`config.mk`:
```
export PLATFORM = sky130hd
export DESIGN_NAME = mem_port_arbiter_flat
export DESIGN_NICKNAME = d
export VERILOG_FILES = /design/src/rtl/mem_port_arbiter_if.sv /design/src/rtl/mem_port_arbiter.sv /design/src/flat_wrapper.sv
export SDC_FILE = /design/constraint.sdc
export NUM_CORES = 1
export LEC_CHECK = 0
export ABC_AREA = 1
export CAP_MARGIN = 10
export CORE_AREA = 2 2 78 80
export CTS_BUF_LIST = sky130_fd_sc_hd__clkbuf_4 sky130_fd_sc_hd__clkbuf_8
export DETAILED_ROUTE_END_ITERATION = 10
export DIE_AREA = 0 0 80 82
export PLACE_DENSITY_LB_ADDON = 0.08
export SETUP_SLACK_MARGIN = 0.05
export SKIP_CTS_REPAIR_TIMING = 1
export SLEW_MARGIN = 20
export SYNTH_ARGS = -nofsm -noshare
export SYNTH_HDL_FRONTEND = slang
export SYNTH_SLANG_ARGS = --single-unit
```
`constraint.sdc`:
```
create_clock -name clk -period 2.45 [get_ports clk]
set_input_delay 0.49 -clock clk [delete_from_list [all_inputs] [get_ports clk]]
set_output_delay 0.49 -clock clk [all_outputs]
set_load 0.02 [all_outputs]
```
`src/rtl/mem_port_arbiter_if.sv`:
```
// Bus bundle between the pipeline requesters, the arbiter and the memory macro.
// master: the pipeline/memory side, slave: the arbiter.
interface mem_port_arbiter_if #(
  parameter int ADDR_W = 8,
  parameter int DATA_W = 32
);
  logic              if_req;
  logic [ADDR_W-1:0] if_addr;
  logic              if_gnt;
  logic              if_rvalid;
  logic [DATA_W-1:0] if_rdata;
  logic              d_req;
  logic              d_we;
  logic [ADDR_W-1:0] d_addr;
  logic [DATA_W-1:0] d_wdata;
  logic [2:0]        d_size;
  logic              d_gnt;
  logic              d_rvalid;
  logic [DATA_W-1:0] d_rdata;
  logic              mem_en;
  logic              mem_we;
  logic [ADDR_W-1:0] mem_addr;
  logic [DATA_W-1:0] mem_wdata;
  logic [2:0]        mem_size;
  logic [DATA_W-1:0] mem_rdata;
  logic              busy;

  modport master (
    output if_req, if_addr,
    output d_req, d_we, d_addr, d_wdata, d_size,
    output mem_rdata,
    input  if_gnt, if_rvalid, if_rdata,
    input  d_gnt, d_rvalid, d_rdata,
    input  mem_en, mem_we, mem_addr, mem_wdata, mem_size,
    input  busy
  );

  modport slave (
    input  if_req, if_addr,
    input  d_req, d_we, d_addr, d_wdata, d_size,
    input  mem_rdata,
    output if_gnt, if_rvalid, if_rdata,
    output d_gnt, d_rvalid, d_rdata,
    output mem_en, mem_we, mem_addr, mem_wdata, mem_size,
    output busy
  );
endinterface

```
`src/rtl/mem_port_arbiter.sv`:
```
// Shares one single-port synchronous memory between the fetch and data ports,
// one transaction in flight, data priority bounded by a starvation counter.
module mem_port_arbiter #(
  parameter int ADDR_W     = 8,
  parameter int DATA_W     = 32,
  parameter int MEM_LAT    = 1,
  parameter int STARVE_MAX = 3
) (
  input logic          clk,
  input logic          rst,
  mem_port_arbiter_if.slave bus
);

  typedef enum logic {IDLE, WAIT} state_t;

  localparam logic [2:0] LAST = 3'(MEM_LAT - 1);
  localparam logic [3:0] SMAX = 4'(STARVE_MAX);
  localparam logic [2:0] FETCH_SIZE = 3'b010;

  state_t     state;
  logic [2:0] lat_cnt;
  logic [3:0] starve_cnt;
  logic       own_d;
  logic       own_we;

  logic resp;
  logic issue;
  logic pick_d;
  logic if_gnt;
  logic d_gnt;

  assign resp   = (state == WAIT) && (lat_cnt == LAST);
  assign issue  = !rst && (state == IDLE || resp)
                  && (bus.if_req || bus.d_req);
  assign pick_d = bus.d_req
                  && !(bus.if_req && starve_cnt == SMAX);
  assign if_gnt = issue && !pick_d;
  assign d_gnt  = issue && pick_d;

  assign bus.if_gnt = if_gnt;
  assign bus.d_gnt  = d_gnt;
  assign bus.mem_en = issue;
  assign bus.mem_we = d_gnt && bus.d_we;
  assign bus.busy   = (state == WAIT);

  assign bus.if_rvalid = resp && !own_d;
  assign bus.d_rvalid  = resp && own_d;
  assign bus.if_rdata  = (resp && !own_d)
                         ? bus.mem_rdata : {DATA_W{1'b0}};
  // Stores complete with a zero data word.
  assign bus.d_rdata   = (resp && own_d && !own_we)
                         ? bus.mem_rdata : {DATA_W{1'b0}};

  always_comb begin
    bus.mem_addr  = {ADDR_W{1'b0}};
    bus.mem_wdata = {DATA_W{1'b0}};
    bus.mem_size  = 3'b000;
    unique case (1'b1)
      d_gnt: begin
        bus.mem_addr  = bus.d_addr;
        bus.mem_wdata = bus.d_wdata;
        bus.mem_size  = bus.d_size;
      end
      if_gnt: begin
        bus.mem_addr = bus.if_addr;
        bus.mem_size = FETCH_SIZE;
      end
      default: ;
    endcase
  end

  always_ff @(posedge clk or posedge rst) begin
    if (rst) begin
      state      <= IDLE;
      lat_cnt    <= 3'd0;
      starve_cnt <= 4'd0;
      own_d      <= 1'b0;
      own_we     <= 1'b0;
    end else begin
      if (issue) begin
        state   <= WAIT;
        lat_cnt <= 3'd0;
        own_d   <= pick_d;
        own_we  <= pick_d && bus.d_we;
      end else if (resp) begin
        state   <= IDLE;
        lat_cnt <= 3'd0;
      end else if (state == WAIT) begin
        lat_cnt <= lat_cnt + 3'd1;
      end
      if (!bus.if_req || if_gnt)
        starve_cnt <= 4'd0;
      else if (d_gnt && starve_cnt != SMAX)
        starve_cnt <= starve_cnt + 4'd1;
    end
  end

endmodule

```
`src/flat_wrapper.sv`:
```
// flat-port wrapper written by rule: the top's interface ports become plain ports
module mem_port_arbiter_flat 
#(
  parameter int ADDR_W     = 8,
  parameter int DATA_W     = 32,
  parameter int MEM_LAT    = 1,
  parameter int STARVE_MAX = 3
)
  (clk, rst, bus_if_req, bus_if_addr, bus_d_req, bus_d_we, bus_d_addr, bus_d_wdata, bus_d_size, bus_mem_rdata, bus_if_gnt, bus_if_rvalid, bus_if_rdata, bus_d_gnt, bus_d_rvalid, bus_d_rdata, bus_mem_en, bus_mem_we, bus_mem_addr, bus_mem_wdata, bus_mem_size, bus_busy);
  mem_port_arbiter_if #(.ADDR_W(ADDR_W), .DATA_W(DATA_W)) bus_i ();
  input logic clk;
  input logic rst;
  input wire logic [$bits(bus_i.if_req)-1:0] bus_if_req;
  input wire logic [$bits(bus_i.if_addr)-1:0] bus_if_addr;
  input wire logic [$bits(bus_i.d_req)-1:0] bus_d_req;
  input wire logic [$bits(bus_i.d_we)-1:0] bus_d_we;
  input wire logic [$bits(bus_i.d_addr)-1:0] bus_d_addr;
  input wire logic [$bits(bus_i.d_wdata)-1:0] bus_d_wdata;
  input wire logic [$bits(bus_i.d_size)-1:0] bus_d_size;
  input wire logic [$bits(bus_i.mem_rdata)-1:0] bus_mem_rdata;
  output wire logic [$bits(bus_i.if_gnt)-1:0] bus_if_gnt;
  output wire logic [$bits(bus_i.if_rvalid)-1:0] bus_if_rvalid;
  output wire logic [$bits(bus_i.if_rdata)-1:0] bus_if_rdata;
  output wire logic [$bits(bus_i.d_gnt)-1:0] bus_d_gnt;
  output wire logic [$bits(bus_i.d_rvalid)-1:0] bus_d_rvalid;
  output wire logic [$bits(bus_i.d_rdata)-1:0] bus_d_rdata;
  output wire logic [$bits(bus_i.mem_en)-1:0] bus_mem_en;
  output wire logic [$bits(bus_i.mem_we)-1:0] bus_mem_we;
  output wire logic [$bits(bus_i.mem_addr)-1:0] bus_mem_addr;
  output wire logic [$bits(bus_i.mem_wdata)-1:0] bus_mem_wdata;
  output wire logic [$bits(bus_i.mem_size)-1:0] bus_mem_size;
  output wire logic [$bits(bus_i.busy)-1:0] bus_busy;
  assign bus_i.if_req = bus_if_req;
  assign bus_i.if_addr = bus_if_addr;
  assign bus_i.d_req = bus_d_req;
  assign bus_i.d_we = bus_d_we;
  assign bus_i.d_addr = bus_d_addr;
  assign bus_i.d_wdata = bus_d_wdata;
  assign bus_i.d_size = bus_d_size;
  assign bus_i.mem_rdata = bus_mem_rdata;
  assign bus_if_gnt = bus_i.if_gnt;
  assign bus_if_rvalid = bus_i.if_rvalid;
  assign bus_if_rdata = bus_i.if_rdata;
  assign bus_d_gnt = bus_i.d_gnt;
  assign bus_d_rvalid = bus_i.d_rvalid;
  assign bus_d_rdata = bus_i.d_rdata;
  assign bus_mem_en = bus_i.mem_en;
  assign bus_mem_we = bus_i.mem_we;
  assign bus_mem_addr = bus_i.mem_addr;
  assign bus_mem_wdata = bus_i.mem_wdata;
  assign bus_mem_size = bus_i.mem_size;
  assign bus_busy = bus_i.busy;
  mem_port_arbiter #(.ADDR_W(ADDR_W), .DATA_W(DATA_W), .MEM_LAT(MEM_LAT), .STARVE_MAX(STARVE_MAX)) u_core (.clk(clk), .rst(rst), .bus(bus_i));
endmodule
```
# Yosys cells after proc, flatten, opt, wreduce, memory -nomap -nowiden
# Index checks and enable logic that the tools add are counted.
[totals]
regBits = 10
inputBits = 88
output_inout_bits = 114
wordCells = 48
[classes]
n_addsub = 2
eq_ne = 2
n_mux = 12
n_bitwise = 1
reduce_logical = 26
[ops]
columns = ["cell", "count"]
rows = [
  ["$mux 32", 3],
  ["$pmux 8 s2", 1],
  ["$logic_and 1x1->1", 13],
  ["$mux 3", 3],
  ["$mux 4", 2],
  ["$logic_not 1->1", 6],
  ["$pmux 3 s2", 1],
  ["$add 4x1->4 const B", 1],
  ["$eq 4x2->1 const B", 1],
  ["$ne 4x2->1 const B", 1],
  ["$reduce_bool 2->1", 2],
  ["$add 3x1->3 const B", 1],
  ["$logic_not 3->1", 1],
  ["$logic_or 1x1->1", 3],
  ["$reduce_bool 3->1", 1],
  ["$mux 1", 2],
  ["$not 1->1", 1],
]

# Depth between registers and ports, before layout
# Gate-level depths: netlist of the first run.
[depth]
depth_word = 9
mapped_depth = 10
mapped_depth_nobuf = 10

# Least setup slack after synthesis of the first run
# No wires, ideal clock.
[synth_timing]
path_kind = "input -> output"
from = "input port rst"
to = "output port bus_mem_addr[0]"
t_arrival_ps = 1648
required_ps = 1960
path_slack_ps = 312
path_stages = 7
path_buffers = 0
cell_sequence = "inv_1 > nand2_4 > nor2_4 > nand2_1 > inv_2 > nand2_1 > nand2_1"
[synth_between]
elab_chain_cells = 5
word_cells_on_any_way = 6
cone_classes = "mux (1); reduce/logical (5)"
[synth_rtl]
columns = ["item", "line", "rtl"]
rows = [
  ["start, declared", "flat_wrapper.sv:12", "input logic rst;"],
  ["$logic_not 1->1", "mem_port_arbiter.sv:33", "assign issue = !rst && (state == IDLE || resp)"],
  ["$logic_and 1x1->1", "mem_port_arbiter.sv:33", ""],
  ["$logic_and 1x1->1", "mem_port_arbiter.sv:34", "&& (bus.if_req || bus.d_req);"],
  ["named net bus_mem_en", "flat_wrapper.sv:27", "output wire logic [$bits(bus_i.mem_en)-1:0] bus_mem_en;"],
  ["$logic_and 1x1->1", "mem_port_arbiter.sv:37", "assign if_gnt = issue && !pick_d;"],
  ["named net bus_if_gnt", "flat_wrapper.sv:21", "output wire logic [$bits(bus_i.if_gnt)-1:0] bus_if_gnt;"],
  ["$pmux 8 s2", "mem_port_arbiter.sv:58", "unique case (1'b1)"],
  ["end, declared", "flat_wrapper.sv:29", "output wire logic [$bits(bus_i.mem_addr)-1:0] bus_mem_addr;"],
]
# The timed path passes the listed nets, and every way through them passes these cells.

# Final worst setup path of the first run
[layout_timing]
from = "input port bus_if_req"
to = "output port bus_mem_size[0]"
[layout_between]
elab_chain_cells = 6
word_cells_on_any_way = 9
cone_classes = "mux (1); reduce/logical (8)"
[layout_rtl]
columns = ["item", "line", "rtl"]
rows = [
  ["start, declared", "flat_wrapper.sv:13", "input wire logic [$bits(bus_i.if_req)-1:0] bus_if_req;"],
  ["$logic_and 1x1->1", "mem_port_arbiter.sv:36", "&& !(bus.if_req && starve_cnt == SMAX);"],
  ["$logic_not 1->1", "mem_port_arbiter.sv:36", ""],
  ["$logic_and 1x1->1", "mem_port_arbiter.sv:36", ""],
  ["$logic_not 1->1", "mem_port_arbiter.sv:37", ""],
  ["$logic_and 1x1->1", "mem_port_arbiter.sv:37", ""],
  ["$pmux 3 s2 (*)", "mem_port_arbiter.sv:58", ""],
  ["end, declared", "flat_wrapper.sv:31", "output wire logic [$bits(bus_i.mem_size)-1:0] bus_mem_size;"],
]
# Every way passes the cells marked *; elsewhere a longest branch is shown, timed or not.

==> results of run 1 <==
-- metal layers --
layer	share of wire	up-vias	routed length, um
met3	0.12	14	769
met5	0	-	0
li1	-	1174	-
met1	0.34	941	2230
met2	0.51	126	3330
met4	0.023	0	148
-- Yosys cell counts (3+ instances only) --
cell	count
o21ai_0	7
nor2_1	93
inv_2	6
nand3_1	5
inv_1	78
dfrtp_1	10
nand2_1	36
nor2_4	14
buf_2	6
buf_6	4
ha_1	3
-- cell type report --
class / instances / area [um^2]
inverter: 84 / 315
timing repair buffer: 215 / 2220
sequential: 10 / 250
tap: 75 / 93.8
clock buffer: 4 / 55.1
fill: 523 / 1990
multi-input combinational: 170 / 823
-- worst paths after layout --
check,start,endpoint,cells after the start,slack (ps)
worst max register to register,u_core.starve_cnt[0],u_core.starve_cnt[2],8,930
worst min register to register,u_core.own_we,u_core.own_we,2,560
min in group asynchronous,rst,u_core.starve_cnt[3],3,610
worst min-delay path,u_core.own_we,u_core.own_we,2,560
max in group asynchronous,rst,u_core.lat_cnt[1],3,1700
worst max-delay path,bus_if_req,bus_mem_size[0],8,140
-- per-stage QoR --
step,TNS [ps],instance area (um^2)
6_report,0,3760
5_1_grt,0,3760
3_5_place_dp,-9970,3660
2_1_floorplan,0,1480
3_3_place_gp,-9000,3660
4_1_cts,-23780,3720
-- cells in the final DEF, fill, tap and decap left out, drive strengths merged --
cell type / synthesis / final
clkdlybuf4s50: 0 / 88
clkbuf: 0 / 36
nor3: 1 / 1
dlymetal6s2s: 0 / 81
ha: 3 / 3
nand3: 5 / 5
nand2: 40 / 40
o21ai: 7 / 7
inv: 84 / 84
a21oi: 2 / 2
xnor2: 1 / 1
nor2: 109 / 109
o22ai: 2 / 2
dfrtp: 10 / 10
buf: 11 / 14
-- kinds of logic after synthesis --
family	count (synthesis)	share of synthesized area
and+or+nand+nor	155	0.486
DFF	10	0.169
adders and majority gates	3	0.0254
xor gates and xnor gates	1	0.00592
AOI/OAI and AO/OA	11	0.0389
buffers and inverters	95	0.274
-- power groups by stage --
stage | Sequential, mW | Combinational, mW | Clock [mW]
after floorplan | 0.181 | 0.265 | 0
after global placement | 0.180 | 0.616 | 0
after detailed placement | 0.181 | 0.619 | 0
after CTS | 0.178 | 0.621 | 0.210
after global routing | 0.179 | 0.622 | 0.220
final | 0.178 | 0.577 | 0.207
-- worst max-delay path: stages --
cell,delay (ps)
clkdlybuf4s50_1,500
nand3_1,80
nand2_1,150
nor2_4,50
inv_2,90
buf_12,200
nor2_1,60
dlymetal6s2s_1,200
-- sequential cells by signal, summed over array words and instances (netlist names) --
name	count
u_core.starve_cnt	4
u_core.lat_cnt	3
u_core.bus.busy	1
u_core.own_d	1
u_core.own_we	1
==> results.yml, run 1 <==
final_layout:
  nNetsFinal: 575
  final_cells: 558
  layout-drive-gt1-share: 0.157
  finish.utilization: 0.654
  area_growth_pct: 154
  n_antenna_cell: 0
global_route:
  grt_use_met1: 0.179
  grt_pass1_vias: 1975
  grt_max_degree: 27
  gr-usage-all-layers: 0.173
  grt_overflow_total: 0
  antenna_found_initial: 0
  grt_pass1_wl_um: 9160
  use_met2: 0.326
  top_usage_layer: "met2"
  grt.met3_usage: 0.0593
clock_network:
  cts_buffers: 3
  htreeDepth: 1
  cts.path.max_buffers: 2
  cts_root_buffer: "clkbuf_8"
  path_clk_slew_ps: 50
  cts.sinks: 10
  cts_tree: "built"
  clock_latency_ps: 240
floorplan:
  io_pins: 202
  design.die.area_mm2: 0.00656
  die_w_um: 80
  start_util: 0.257
  die_h_um: 82
  rows: 28
  coreArea_mm2: 0.00575
yosys:
  synth_top_cell_area_share: 0.236
  synth-edff-count: 0
  syn-mean-instance-area_um2: 5.38
  synthArstFlopShare: 1.00
  synthesis.instances: 275
  netlist_area_mm2: 0.00148
  yosys.area.top_type: "nor2_1"
  synth_warnings: 0
  synth-seq-area-share: 0.169
  yosys-top-cells-area: "nor2_1 24%, inv_1 20%, dfrtp_1 17%"
  ys_types: 19
  synth-seq-cells: 10
  dominantRegCellSynth: "dfrtp_1"
  syn_nets: 366
sta:
  setup_violations: 0
  timing.final.crit_share: 0.943
  final.setup.worst_slack_ps: 140
  finalMaxSlewViolations: 0
  hold_viol: 0
  whs_ps: 563
  max-slew-margin-rel: 0.824
  period_minus_slack_ps: 2310
  rsz0062_at_grt: "yes"
  timing.fmax_mhz: 433
  finClkSkew_ps: 3.12
  worstMarginPinSlew_ps: 264
routing:
  viasPerCell: 4.04
  wl_per_cell_um: 11.6
  vias: 2255
  drtPass1Iterations: 4
  drt_iter0_markers: 42
  wl_um: 6480
  antenna_left: 0
  drc: 0
min_path:
  hp-class: "flop to flop"
placed_design:
  io_buffers: 201
  dp_cells: 554
  gp_congestion: 0.769
  pre_cts_ws_ps: -259
  place_hpwl_um: 5500
power_and_ir_drop:
  swShare: 0.368
  seq_power_share: 0.185
  p_comb_frac: 0.600
  vdd_drop_max_mv: 0.163
  power_frac_clock: 0.215
  p_per_area_mw_per_mm2: 256
  finalPower_mw: 0.962
  p_sw_mw: 0.354
  leakagePower_nw: 3.18
  power.internal_mw: 0.608
outcome:
  outcome: "finished clean"
job:
  drv_cap: 0
critical_path:
  worstPathMaxFanout: 19
  critPathArrivalTime_ps: 1820
  cp-end-kind: "output port"
  worstSetupStartpointType: "input port"
  required_ps: 1960
  crit_type: "input port to output port"
No activity file was read; power rests on OpenSTA's default activity.
==> inputs of run 2 (changes only) <==
- CELL_PAD_IN_SITES_DETAIL_PLACEMENT: unset -> 0
- CELL_PAD_IN_SITES_GLOBAL_PLACEMENT: unset -> 1
- CORE_AREA: 2 2 78 80 -> 3 3 104 106
- DIE_AREA: 0 0 80 82 -> 0 0 107 109
==> run 2 against run 1 <==
  * Flip-flop and latch count unchanged
  * Critical path depth stayed put
  * Highest routed layer unchanged
  * Non-clock buffer count rose by 4
  * Design area decreased by 6.2%
  * Routed wire length rose by 8.7%
  * Critical path type unchanged
  * Total power down 6.9%
  * Die area rose by 78%
  * Via count rose by 0.53%
  * Sequential share of layout area is 0.44 points higher
  * Critical endpoint is now bus_mem_size[1]
==> results.yml, run 2 (same netlist as run 1, synthesis figures left out) <==
critical_path:
  critPathArrivalTime_ps: 1790
  r2r-start: "u_core.lat_cnt[1]"
  crit_type: "input port to output port"
  required_ps: 1960
  r2r-end: "u_core.starve_cnt[2]"
  worstSetupStartpointType: "input port"
  cp-startpoint: "bus_if_req"
  worstPathMaxFanout: 4
  reg2regPathDepth: 10
  cp-end-kind: "output port"
  crit_path_end: "bus_mem_size[1]"
  rrSetupSlack_ps: 950
clock_network:
  cts_buffers: 3
  cts_tree: "built"
  path_clk_slew_ps: 50
  cts.path.max_buffers: 2
  htreeDepth: 1
  cts_root_buffer: "clkbuf_8"
  cts.sinks: 10
  clock_latency_ps: 230
sta:
  timing.final.crit_share: 0.931
  finClkSkew_ps: 3.13
  worstMarginPinSlew_ps: 263
  finalMaxSlewViolations: 0
  setup_violations: 0
  rsz0062_at_grt: "yes"
  max-slew-margin-rel: 0.824
  setup-tns-final_ps: 0
  period_minus_slack_ps: 2280
  whs_ps: 569
  hold_viol: 0
  timing.fmax_mhz: 439
routing:
  wl_um: 7040
  antenna_left: 0
  highest_layer: "met4"
  drt_iter0_markers: 97
  vias: 2267
  viasPerCell: 3.66
  wl_met3_um: 870
  drt-met1-wl_um: 2530
  drtPass1Iterations: 4
  wl_per_cell_um: 11.4
  drc: 0
  dr_wl_met2_um: 3500
outcome:
  outcome: "finished clean"
global_route:
  gr-usage-all-layers: 0.114
  antenna_found_initial: 0
  grt_pass1_vias: 2233
  grt_pass1_wl_um: 10800
  grt_overflow_total: 0
  grt_max_degree: 26
power_and_ir_drop:
  p_comb_frac: 0.619
  p_sw_mw: 0.348
  p_per_area_mw_per_mm2: 254
  leakagePower_nw: 2.53
  power_frac_clock: 0.182
  seq_power_share: 0.199
  power.internal_mw: 0.546
  swShare: 0.389
  vdd_drop_max_mv: 0.127
min_path:
  min_from: "u_core.starve_cnt[0]"
  hp-class: "flop to flop"
final_layout:
  reg_top3: "u_core.starve_cnt: 4 flops, u_core.lat_cnt: 3 flops"
  nNetsFinal: 579
  final_cell_mix: "91 x nor2_1, 88 x clkdlybuf4s50_1, 78 x inv_1"
  n_antenna_cell: 0
  layout-drive-gt1-share: 0.251
  top_register: "u_core.starve_cnt"
  area_growth_pct: 138
  largest_reg_flops: 4
  layout_commonest_cell: "nor2_1"
placed_design:
  io_buffers: 201
  place_hpwl_um: 6070
  gp_congestion: 0.745
floorplan:
  coreArea_mm2: 0.00986
  die_w_um: 107
  rows: 36
  io_pins: 202
  die_h_um: 109
  start_util: 0.150
  design.die.area_mm2: 0.0117
job:
  drv_cap: 0
-- run 2: cell types whose count changed in the layout (fill, tap and decap cells not counted), moves of 2 or more --
| cell | before | now |
|---|---|---|
| buf_4 | 9 | 16 |
| nor2_1 | 93 | 91 |
| nor2_2 | 2 | 4 |
| buf_2 | 0 | 5 |
| buf_12 | 5 | 3 |
| dlymetal6s2s_1 | 81 | 40 |
| clkbuf_2 | 32 | 67 |
-- run 2: cell type report --
cell class,count,area (um^2)
fill,1089,6340
timing repair buffer,219,1920
multi-input combinational,170,828
inverter,84,318
sequential,10,250
tap,133,166
clock buffer,3,41.3
-- run 2: how the worst min path moves through the flow --
stage	to	depth (start not counted)
final	u_core.starve_cnt[0]	2
after global routing	u_core.lat_cnt[2]	2
after CTS	u_core.starve_cnt[0]	2
after detailed placement	u_core.starve_cnt[0]	2
after global placement	u_core.own_we	2
after floorplan	u_core.bus.busy	1
-- run 2: layer usage --
| layer | GRT usage | vias to the layer above |
|---|---|---|
| met5 | 0 | - |
| met4 | 0.0283 | 0 |
| met3 | 0.0462 | 10 |
| met2 | 0.209 | 132 |
| met1 | 0.121 | 950 |
| li1 | - | 1175 |
-- run 2: per-stage QoR --
| step | cells | worst slack (ps) | cell area [um^2] | power (mW) | util |
|---|---|---|---|---|---|
| floorplan | 275 | 312 | 1480 | 0.446 | - |
| global placement | 616 | -320 | 3740 | 0.806 | 0.379 |
| detailed placement | 616 | -294 | 3740 | 0.804 | 0.379 |
| CTS | 619 | -346 | 3780 | 0.975 | 0.383 |
| global route | 619 | 40.3 | 3530 | 0.966 | 0.357 |
| finish | 619 | 170 | 3530 | 0.895 | 0.357 |
-- run 2: worst max-delay path, cell delays in order --
cell and delay (ps):
clkdlybuf4s50_1 480, buf_4 140, nor2_2 40, nor2_4 90, nand2_1 100, buf_4 160, nand2_1 50, dlymetal6s2s_1 230
-- run 2: power by group through the flow --
stage                     clock (mW)  combinational [mW]  sequential [mW]
after floorplan                    0               0.265            0.181
after global placement             0               0.625            0.180
after detailed placement           0               0.623            0.181
after CTS                      0.171               0.626            0.178
after global routing           0.180               0.607            0.179
final                          0.162               0.554            0.178
==> RTL edit, RTL diff (flow settings as in run 1) <==
`ADDR_W` is set to 8 in 3 places; all go to 7.
--- a/src/rtl/mem_port_arbiter_if.sv
+++ b/src/rtl/mem_port_arbiter_if.sv
@@ -1,7 +1,7 @@
 // Bus bundle between the pipeline requesters, the arbiter and the memory macro.
 // master: the pipeline/memory side, slave: the arbiter.
 interface mem_port_arbiter_if #(
-  parameter int ADDR_W = 8,
+  parameter int ADDR_W = 7,
   parameter int DATA_W = 32
 );
   logic              if_req;
--- a/src/rtl/mem_port_arbiter.sv
+++ b/src/rtl/mem_port_arbiter.sv
@@ -1,7 +1,7 @@
 // Shares one single-port synchronous memory between the fetch and data ports,
 // one transaction in flight, data priority bounded by a starvation counter.
 module mem_port_arbiter #(
-  parameter int ADDR_W     = 8,
+  parameter int ADDR_W     = 7,
   parameter int DATA_W     = 32,
   parameter int MEM_LAT    = 1,
   parameter int STARVE_MAX = 3
--- a/src/flat_wrapper.sv
+++ b/src/flat_wrapper.sv
@@ -1,7 +1,7 @@
 // flat-port wrapper written by rule: the top's interface ports become plain ports
 module mem_port_arbiter_flat 
 #(
-  parameter int ADDR_W     = 8,
+  parameter int ADDR_W     = 7,
   parameter int DATA_W     = 32,
   parameter int MEM_LAT    = 1,
   parameter int STARVE_MAX = 3
Interface: changed (resized bus_d_addr, bus_if_addr and bus_mem_addr); port bits go from 202 to 199. No check against the original RTL was run, so the function may have changed too.
==> RTL edit against run 1 <==
  * First-iteration DRC count shrank 4.8%
  * Clock skew about the same
  * Design area increased by 6.5%
  * Sequential cell count is the same
  * Routed wire length is 10% higher
  * Area after synthesis up 0.34%
  * Largest power group unchanged
  * Setup slack lost 74 ps
  * Utilization up 4.2 points
  * Final cell count is 1.6% higher
  * Power fell by 0.18%
==> RTL edit: results (changes against run 1) <==
status complete, no violations (unchanged); vias after detailed routing 2319 (was 2255); Post-Syn Instances 277 (was 275); Clk pwr share 17.0% (was 21.5%); Peak supply drop 0.000220 V (was 0.000163 V); NumNets Final 583 (was 575); share of post-route cells with drive strength above 1 18.5% (was 15.7%); Synth Area in XOR/XNOR 1.18% (was 0.592%); vias in the first global route 1909 (was 1975); pin count of the biggest net entering global routing 33 (was 27); number of port buffers 198 (was 201); cells taking the most area after synthesis nor2_1 (26%), inv_1 (20%), dfrtp_1 (17%), nand2_1 (8.9%), buf_6 (7.6%) (was nor2_1 (24%), inv_1 (20%), dfrtp_1 (17%), nor2_4 (11%), nand2_1 (9.1%)); total wire length 7120 um (was 6480 um); first-pass GRT wire length 8910 um (was 9160 um); clock skew 2.78 ps (was 3.12 ps); Critical Path Max Stage Delay 390 ps (was 500 ps); Placer Congestion 0.784 (was 0.769); DP Area 3590 um2 (was 3660 um2); worst slack, placed -325 ps (was -259 ps); dpl hpwl 5470 um (was 5500 um); Arr. time, crit path 1890 ps (was 1820 ps); synth cell count leaders nor2_1 (101), inv_1 (79), nand2_1 (35), buf_6 (10), dfrtp_1 (10) (was nor2_1 (93), inv_1 (78), nand2_1 (36), nor2_4 (14), dfrtp_1 (10)); Worst path top cell family by delay simple AND/OR/NAND/NOR gates (was buffers and inverters); Adder-Cell Fraction of Synth Area 2.53% (was 2.54%); GRT Util Overall 16.6% (was 17.3%); complex-gate fraction of the synthesized area 3.12% (was 3.89%); post-synthesis sequential area ratio 16.9% (about the same); Pint 589 uW (was 608 uW)
-- RTL edit: layout make-up --
type	instances	area, um2
Fill cell	498	1740
Multi-Input combinational cell	174	963
Timing Repair Buffer	219	2330
Clock buffer	3	41.3
Inverter	86	325
Tap cell	75	93.8
Sequential cell	10	250
-- RTL edit: final timing paths --
path                                         from                   end  slack (ps)  depth (start not counted)
worst max-delay path            u_core.lat_cnt[1]        bus_d_rdata[9]          70                         11
worst min-delay path            u_core.lat_cnt[2]     u_core.lat_cnt[2]         580                          2
worst max register to register  u_core.lat_cnt[1]  u_core.starve_cnt[1]         890                         11
worst min register to register  u_core.lat_cnt[2]     u_core.lat_cnt[2]         580                          2
max in group asynchronous                     rst  u_core.starve_cnt[1]        1620                          4
min in group asynchronous                     rst       u_core.bus.busy         680                          4
-- RTL edit: routing by layer --
layer  up-vias  routed length [um]  global-route usage (%)
met3         4                 507                    4.29
li1       1197                   -                       -
met4         0                  65                    1.69
met5         -                   0                       0
met1      1021                2700                    18.2
met2        97                3850                    32.9
